**src/rtl/fetch_pc_ctrl_if.sv**
```systemverilog
// rtl/fetch_pc_ctrl_if.sv - PC register, instruction memory, EX redirect and ID hand-off signals of the fetch sequencer
// master: the fetch sequencer (drives pc_load/pc_in, imem_read/imem_addr, if_valid/if_pc/if_instr)
// slave : the surrounding pipeline (drives pc_out, imem_resp/imem_rdata, stall, redirect_valid/redirect_pc)
interface fetch_pc_ctrl_if #(
    parameter int WIDTH = 32
);
    logic [WIDTH-1:0] pc_out;
    logic             pc_load;
    logic [WIDTH-1:0] pc_in;
    logic             imem_read;
    logic [WIDTH-1:0] imem_addr;
    logic             imem_resp;
    logic [WIDTH-1:0] imem_rdata;
    logic             stall;
    logic             redirect_valid;
    logic [WIDTH-1:0] redirect_pc;
    logic             if_valid;
    logic [WIDTH-1:0] if_pc;
    logic [WIDTH-1:0] if_instr;

    modport master (
        input  pc_out, imem_resp, imem_rdata, stall, redirect_valid, redirect_pc,
        output pc_load, pc_in, imem_read, imem_addr, if_valid, if_pc, if_instr
    );

    modport slave (
        output pc_out, imem_resp, imem_rdata, stall, redirect_valid, redirect_pc,
        input  pc_load, pc_in, imem_read, imem_addr, if_valid, if_pc, if_instr
    );
endinterface

```
**src/rtl/fetch_pc_ctrl.sv**
```systemverilog
// rtl/fetch_pc_ctrl.sv - RV32I instruction-fetch sequencer: PC update, imem reads, output buffer, redirect squash
// clk, rst : clock and synchronous active-high reset
// bus      : master side of fetch_pc_ctrl_if (PC register, imem request/response, redirect, ID hand-off)
module fetch_pc_ctrl #(
    parameter int WIDTH = 32
) (
    input  logic            clk,
    input  logic            rst,
    fetch_pc_ctrl_if.master bus
);
    typedef enum logic [1:0] {IDLE, FETCH, HOLD, SQUASH} state_t;

    state_t           state_q, state_d;
    logic             if_valid_q, if_valid_d;
    logic [WIDTH-1:0] if_pc_q, if_pc_d;
    logic [WIDTH-1:0] if_instr_q, if_instr_d;
    logic [WIDTH-1:0] pend_pc_q, pend_pc_d;
    logic [WIDTH-1:0] pend_instr_q, pend_instr_d;
    logic [WIDTH-1:0] sq_addr_q, sq_addr_d;

    logic             imem_read;
    logic [WIDTH-1:0] imem_addr;
    logic             pc_load;
    logic [WIDTH-1:0] pc_in;

    logic [WIDTH-1:0] target;
    logic [WIDTH-1:0] pc_plus4;
    logic             buf_free;
    logic             consume;

    assign target   = bus.redirect_pc & ~WIDTH'(3);
    assign pc_plus4 = bus.pc_out + WIDTH'(4);
    assign consume  = if_valid_q & ~bus.stall;
    assign buf_free = ~if_valid_q | ~bus.stall;

    assign bus.imem_read = imem_read;
    assign bus.imem_addr = imem_addr;
    assign bus.pc_load   = pc_load;
    assign bus.pc_in     = pc_in;
    assign bus.if_valid  = if_valid_q;
    assign bus.if_pc     = if_pc_q;
    assign bus.if_instr  = if_instr_q;

    always_comb begin
        state_d      = state_q;
        if_valid_d   = if_valid_q;
        if_pc_d      = if_pc_q;
        if_instr_d   = if_instr_q;
        pend_pc_d    = pend_pc_q;
        pend_instr_d = pend_instr_q;
        sq_addr_d    = sq_addr_q;
        imem_read    = 1'b0;
        imem_addr    = bus.pc_out;
        pc_load      = 1'b0;
        pc_in        = pc_plus4;

        // A consumed buffer empties unless a capture below refills it.
        if (consume) begin
            if_valid_d = 1'b0;
        end

        unique case (state_q)
            IDLE: begin
                state_d = FETCH;
                if (bus.redirect_valid) begin
                    pc_load = 1'b1;
                    pc_in   = target;
                end
            end
            FETCH: begin
                imem_read = 1'b1;
                if (bus.imem_resp) begin
                    pc_load = 1'b1;
                    if (bus.redirect_valid) begin
                        pc_in = target;
                    end else if (buf_free) begin
                        if_valid_d = 1'b1;
                        if_pc_d    = bus.pc_out;
                        if_instr_d = bus.imem_rdata;
                    end else begin
                        // Buffer is held by a stalled ID: park the word and stop issuing.
                        pend_pc_d    = bus.pc_out;
                        pend_instr_d = bus.imem_rdata;
                        state_d      = HOLD;
                    end
                end else if (bus.redirect_valid) begin
                    // The memory still owns this request; keep presenting it until it completes.
                    sq_addr_d = bus.pc_out;
                    pc_load   = 1'b1;
                    pc_in     = target;
                    state_d   = SQUASH;
                end
            end
            HOLD: begin
                if (bus.redirect_valid) begin
                    pc_load = 1'b1;
                    pc_in   = target;
                    state_d = FETCH;
                end else if (!bus.stall) begin
                    if_valid_d = 1'b1;
                    if_pc_d    = pend_pc_q;
                    if_instr_d = pend_instr_q;
                    state_d    = FETCH;
                end
            end
            SQUASH: begin
                imem_read = 1'b1;
                imem_addr = sq_addr_q;
                if (bus.redirect_valid) begin
                    pc_load = 1'b1;
                    pc_in   = target;
                end
                if (bus.imem_resp) begin
                    state_d = FETCH;
                end
            end
            default: state_d = IDLE;
        endcase

        // Redirect flushes whatever ID would see next, ahead of stall.
        if (bus.redirect_valid) begin
            if_valid_d = 1'b0;
        end
    end

    always_ff @(posedge clk) begin
        if (rst) begin
            state_q      <= IDLE;
            if_valid_q   <= 1'b0;
            if_pc_q      <= '0;
            if_instr_q   <= '0;
            pend_pc_q    <= '0;
            pend_instr_q <= '0;
            sq_addr_q    <= '0;
        end else begin
            state_q      <= state_d;
            if_valid_q   <= if_valid_d;
            if_pc_q      <= if_pc_d;
            if_instr_q   <= if_instr_d;
            pend_pc_q    <= pend_pc_d;
            pend_instr_q <= pend_instr_d;
            sq_addr_q    <= sq_addr_d;
        end
    end
endmodule

```
**src/flat_wrapper.sv**
```systemverilog
// flat-port wrapper written by rule: the top's interface ports become plain ports
module fetch_pc_ctrl_flat 
#(
    parameter int WIDTH = 32
)
  (clk, rst, bus_pc_out, bus_imem_resp, bus_imem_rdata, bus_stall, bus_redirect_valid, bus_redirect_pc, bus_pc_load, bus_pc_in, bus_imem_read, bus_imem_addr, bus_if_valid, bus_if_pc, bus_if_instr);
  fetch_pc_ctrl_if #(.WIDTH(WIDTH)) bus_i ();
  input  logic clk;
  input  logic rst;
  input wire logic [$bits(bus_i.pc_out)-1:0] bus_pc_out;
  input wire logic [$bits(bus_i.imem_resp)-1:0] bus_imem_resp;
  input wire logic [$bits(bus_i.imem_rdata)-1:0] bus_imem_rdata;
  input wire logic [$bits(bus_i.stall)-1:0] bus_stall;
  input wire logic [$bits(bus_i.redirect_valid)-1:0] bus_redirect_valid;
  input wire logic [$bits(bus_i.redirect_pc)-1:0] bus_redirect_pc;
  output wire logic [$bits(bus_i.pc_load)-1:0] bus_pc_load;
  output wire logic [$bits(bus_i.pc_in)-1:0] bus_pc_in;
  output wire logic [$bits(bus_i.imem_read)-1:0] bus_imem_read;
  output wire logic [$bits(bus_i.imem_addr)-1:0] bus_imem_addr;
  output wire logic [$bits(bus_i.if_valid)-1:0] bus_if_valid;
  output wire logic [$bits(bus_i.if_pc)-1:0] bus_if_pc;
  output wire logic [$bits(bus_i.if_instr)-1:0] bus_if_instr;
  assign bus_i.pc_out = bus_pc_out;
  assign bus_i.imem_resp = bus_imem_resp;
  assign bus_i.imem_rdata = bus_imem_rdata;
  assign bus_i.stall = bus_stall;
  assign bus_i.redirect_valid = bus_redirect_valid;
  assign bus_i.redirect_pc = bus_redirect_pc;
  assign bus_pc_load = bus_i.pc_load;
  assign bus_pc_in = bus_i.pc_in;
  assign bus_imem_read = bus_i.imem_read;
  assign bus_imem_addr = bus_i.imem_addr;
  assign bus_if_valid = bus_i.if_valid;
  assign bus_if_pc = bus_i.if_pc;
  assign bus_if_instr = bus_i.if_instr;
  fetch_pc_ctrl #(.WIDTH(WIDTH)) u_core (.clk(clk), .rst(rst), .bus(bus_i));
endmodule
```
**config.mk**
```make
export PLATFORM = sky130hd
export DESIGN_NAME = fetch_pc_ctrl_flat
export DESIGN_NICKNAME = d
export VERILOG_FILES = /design/src/rtl/fetch_pc_ctrl_if.sv /design/src/rtl/fetch_pc_ctrl.sv /design/src/flat_wrapper.sv
export SDC_FILE = /design/constraint.sdc
export NUM_CORES = 1
export LEC_CHECK = 0
export CAP_MARGIN = 0
export CORE_MARGIN = 3
export CORE_UTILIZATION = 30
export CTS_CLUSTER_DIAMETER = 200
export DETAILED_ROUTE_END_ITERATION = 10
export GPL_TIMING_DRIVEN = 0
export PLACE_DENSITY = 0.54
export SYNTH_ARGS = -nofsm -noshare
export SYNTH_HDL_FRONTEND = slang
export SYNTH_SLANG_ARGS = --single-unit
```
**constraint.sdc**
```tcl
create_clock -name clk -period 4.7 [get_ports clk]
set_clock_uncertainty 0.05 [all_clocks]
set_input_delay 0.47 -clock clk [delete_from_list [all_inputs] [get_ports clk]]
set_output_delay 0.47 -clock clk [all_outputs]
set_load 0.005 [all_outputs]
```
Yosys cells after proc, flatten, opt, wreduce, memory -nomap -nowiden
Cells that the tools add are included.
{"block": "op_classes", "n_addsub": 1, "n_eq_ne": 13, "n_mux": 32, "n_bitwise": 7, "reduce_logical": 10}
{"cell": "32-bit 2-to-1 mux", "count": 13}
{"cell": "32-bit case mux with 2 select lines", "count": 2}
{"cell": "32-bit by 3-bit adder with 32-bit output (second input constant)", "count": 1}
{"cell": "2-bit 2-to-1 mux", "count": 7}
{"cell": "3-bit != test (second input constant)", "count": 4}
{"cell": "2-bit != test (second input constant)", "count": 5}
{"cell": "2-bit case mux with 4 select lines", "count": 1}
{"cell": "1-bit 2-to-1 mux", "count": 7}
{"cell": "6-bit AND reduction", "count": 1}
{"cell": "1-bit NOT", "count": 5}
{"cell": "5-bit AND reduction", "count": 1}
{"cell": "2-bit equality test (second input constant)", "count": 2}
{"cell": "1-bit case mux with 2 select lines", "count": 2}
{"cell": "4-bit AND reduction", "count": 1}
{"cell": "2-bit OR reduction", "count": 2}
{"cell": "4-bit OR reduction", "count": 1}
{"cell": "3-bit AND reduction", "count": 1}
{"cell": "3-bit OR reduction", "count": 1}
{"cell": "2-bit by 1-bit equality test with 1-bit output (second input constant)", "count": 1}
{"cell": "2-bit logical NOT", "count": 1}
{"cell": "2-bit by 1-bit != test with 1-bit output (second input constant)", "count": 1}
{"cell": "2-bit nonzero test", "count": 1}
{"cell": "1-bit AND", "count": 1}
{"cell": "1-bit OR", "count": 1}
{"block": "totals", "reg_bits": 163, "input_bits": 101, "output_inout_bits": 131, "elab_cells": 70}

Logic depth before layout (Yosys ltp)
Gate-level depths: netlist of the first run.
{"block": "depth", "depth_word": 6, "mapped_depth": 9}

Worst setup path before layout of the first run
OpenSTA, ideal clock, no wires.
{"block": "synth_timing", "kind": "input -> output", "from": "in bus_pc_out[2]", "to": "out bus_pc_in[22]", "arrival_ns": 2.052, "required_ns": 4.180, "setup_slack_ns": 2.128, "cell_stages": 6, "n_path_buf": 1, "cell_sequence": "ha_1 > nand4_1 > or4_1 > clkbuf_1 > or4_1 > a31oi_1"}
{"block": "synth_via", "elab_chain_cells": 3}
{"item": "from (decl)", "line": "flat_wrapper.sv:10", "text": "input wire logic [$bits(bus_i.pc_out)-1:0] bus_pc_out;"}
{"item": "32-bit by 3-bit adder with 32-bit output", "line": "fetch_pc_ctrl.sv:32", "text": "assign pc_plus4 = bus.pc_out + WIDTH'(4);"}
{"item": "32-bit 2-to-1 mux (2 in a row)"}
{"item": "to (decl)", "line": "flat_wrapper.sv:17", "text": "output wire logic [$bits(bus_i.pc_in)-1:0] bus_pc_in;"}
No other way between the ends. The select of a mux whose other input is x is not followed.

Worst setup path in the final report of the first run
{"block": "layout_timing", "from": "in bus_pc_out[2]", "to": "out bus_pc_in[24]"}
Same word-level chain as after synthesis.

==> flow_metrics.py, run 1 <==
metrics = {
    "hold_path": {
        "hp-start": "bus_pc_out[21]",
        "worst_hold_path.endpoint": "u_core.sq_addr_q[21]",
        "worstHoldPathType": "primary input to register",
        "min_path_cells": 3,
    },
    "routing": {
        "final_antenna_net_count": 0,
        "drt_iter0_drc": 500,
        "vias_per_cell": 5.09,
        "drc": 0,
        "wl_um": 29600,
        "first_pass_iters": 5,
        "wire_per_inst_um": 19.0,
        "vias": 7916,
    },
    "yosys": {
        "syn_area_sq_um": 7980,
        "synth_warnings": 0,
        "synth.distinct_cells": 44,
        "synth-edff-count": 0,
        "ys_seq_area_frac": 0.409,
        "yosysTopAreaCell": "dfxtp_1",
        "syn-num-nets": 1081,
        "synthArstFlopShare": 0,
        "synth.top_cell.area_share": 0.409,
        "ys.flop_type": "dfxtp_1",
        "yosysMostFrequentCell": "nand2_1",
        "syn_area_per_cell_sq_um": 8.18,
        "synth_area_leaders": "dfxtp_1, nand2_1, a21oi_1, mux2i_1, a311oi_1",
        "synth-seq-cells": 163,
        "synth_commonest_cells": "nand2_1, a21oi_1, dfxtp_1, clkbuf_1",
        "synthCells": 976,
    },
    "global_route": {
        "grt_usage": 0.202,
        "grt_pass1_wl_um": 45200,
        "grt_max_degree": 17,
        "grt_pass1_vias": 7728,
        "antenna_found_initial": 0,
        "grt.overflow.total": 0,
    },
    "sta": {
        "worst_slew_pin_slew_ns": 1.01,
        "post-route-min-period_ns": 4.15,
        "hold_viol": 0,
        "layout_setup_ws_ns": 0.549,
        "fmax_mhz": 241,
        "finalCritPeriodShare": 0.883,
        "whs_ns": 0.288,
        "rsz0062_at_grt": "false",
        "setup_viol": 0,
        "slew_viol_final": 0,
        "relSlewSlack": 0.318,
        "fin_setup_tns_ns": 0,
    },
    "clock_network": {
        "postCtsResizedCells": 0,
        "cts_made_buffers": 17,
        "cts_buffer_depth": 2,
        "cts_setup_buffers": 0,
        "worstSkewPairLatency_ns": 0.42,
        "ctsHoldBuffers": 0,
        "cts.sinks": 163,
        "h-tree-depth": 4,
        "clockRootBuffer": "clkbuf_16",
        "path_clk_slew_ns": 0.07,
        "cts_tree": "built",
    },
    "run": {
        "maxCapViolCount": 0,
    },
    "setup_path": {
        "crit_fanout": 9,
        "r2r-start": "u_core.state_q[0]",
        "cp.arrival_ns": 3.63,
        "crit_type": "primary input to output pin",
        "r2r-end": "u_core.pend_pc_q[25]",
        "r2r_cells": 7,
        "end_kind": "output pin",
        "startpoint_type": "primary input",
        "cp_data_required_time_ns": 4.18,
        "reg2reg_slack_ns": 1.89,
    },
    "placed_design": {
        "place_ws_ns": 0.579,
        "dpl.hpwl_um": 22100,
        "io_buffers": 213,
        "gp_congestion": 0.807,
    },
    "final_layout": {
        "layout-drive-gt1-share": 0.0753,
        "synthToLayoutAreaGrowth_pct": 39.2,
        "postLayoutCoreUtil": 0.425,
        "nNetsFinal": 1313,
        "n_antenna_cell": 0,
        "nFillCells": 2704,
    },
    "power_and_ir_drop": {
        "ir_worst_vdd_v": 0.000197,
        "swShare": 0.282,
        "pwr-share-clk": 0.389,
        "power.leakage_nw": 3.52,
        "power.density_nw_per_um2": 320,
        "combPwrFrac": 0.199,
        "p_int_mw": 2.55,
        "p_sw_mw": 1.01,
        "seqPwrFrac": 0.413,
    },
    "floorplan": {
        "boundaryPins": 232,
        "die_w_um": 169,
        "start_util": 0.305,
        "core_sq_um": 26100,
        "dieArea_sq_um": 28600,
        "fp.dieH_um": 169,
        "fp-row-count": 59,
    },
    "status": {
        "status": "completed",
    },
}
power by group through the flow:
stage	Clock (mW)	Sequential, mW	Combinational [mW]
floorplan	0	1.50	0.326
global placement	0	1.50	0.709
detailed placement	0	1.50	0.709
CTS	1.41	1.47	0.712
global route	1.46	1.48	0.768
finish	1.38	1.47	0.708
worst max-delay path, cell delays in order:
cell and delay [ns]:
clkdlybuf4s50_1 0.72, ha_1 0.30, nand4_1 0.20, or4_1 0.55
clkbuf_1 0.22, or4_1 0.44, a31oi_1 0.20, clkdlybuf4s50_1 0.53
registers in the layout (all words and copies together), names as in the netlist:
| register | flops |
|---|---|
| u_core.sq_addr_q | 32 |
| u_core.pend_instr_q | 32 |
| u_core.pend_pc_q | 32 |
| u_core.bus.if_pc | 32 |
| u_core.bus.if_instr | 32 |
| u_core.bus.if_valid | 1 |
| u_core.state_q | 2 |
how the worst max path moves through the flow:
stage / startpoint / end / slack [ns] / cells after the start
5_1_grt: bus_pc_out[2] / bus_pc_in[24] / 0.40 / 8
6_report: bus_pc_out[2] / bus_pc_in[24] / 0.55 / 8
3_5_place_dp: bus_pc_out[2] / bus_pc_in[24] / 0.58 / 8
3_3_place_gp: bus_pc_out[2] / bus_pc_in[22] / 0.55 / 8
4_1_cts: bus_pc_out[2] / bus_pc_in[24] / 0.56 / 8
2_1_floorplan: bus_pc_out[2] / bus_pc_in[22] / 2.13 / 6
cells in the final DEF, fill, tap and decap left out, types with 4 or more instances in the layout:
cell / n
clkbuf_8: 6
clkbuf_1: 81
clkbuf_2: 4
o31ai_1: 8
xnor2_1: 4
mux2i_1: 65
ha_1: 4
inv_6: 5
nand3_1: 12
o21ai_0: 21
a31oi_1: 11
nand4_1: 12
nand2_1: 224
or3_1: 5
buf_2: 11
mux2_2: 30
a21oi_1: 166
nor3_1: 4
nor2_1: 14
or4_1: 9
inv_1: 10
clkdlybuf4s50_1: 213
dfxtp_1: 163
a311oi_1: 65
xor2_1: 9
clkbuf_16: 17
buf_1: 6
cells by family (layout without fill, tap and decap cells):
logic type	after synthesis	in the layout	share of synthesized area
adders and majority gates	4	4	0.00627
buffers and inverters	120	365	0.0661
DFF	163	163	0.409
and+or+nand+nor	299	299	0.164
xor gates and xnor gates	13	13	0.0143
muxes	95	95	0.124
AOI/OAI and AO/OA	282	282	0.217
cell type report:
cell class / instances / area (sq um) / area share
clock buffer: 19 / 453 / 0.0408
inverter: 10 / 37.5 / 0.00338
timing repair buffer: 213 / 2130 / 0.192
multi-input combinational: 693 / 4190 / 0.377
clock inverter: 13 / 124 / 0.0111
sequential: 163 / 3260 / 0.294
buffer: 110 / 490 / 0.0441
tap: 335 / 419 / 0.0377
metal layers:
metal  vias up  global-route usage  part of all wire
li1       3958                   -                 -
met1      3736               0.264              0.45
met2       195               0.339              0.48
met3        27              0.0374             0.048
met4         0              0.0622             0.017
met5         -                   0                 0
stage by stage:
step	instances	cell area (sq um)	power (mW)
after global routing	1556	11100	3.70
after floorplan	976	7980	1.82
final	1556	11100	3.56
after CTS	1556	11100	3.59
after detailed placement	1524	10500	2.21
after global placement	1524	10500	2.21
Note: power is estimated with default switching activity, not from simulation.
==> run 2, diff against run 1 <==
- GPL_ROUTABILITY_DRIVEN: unset -> 0
==> results of run 2 <==
Final layout, timing and power as in run 1 (identical DEF).
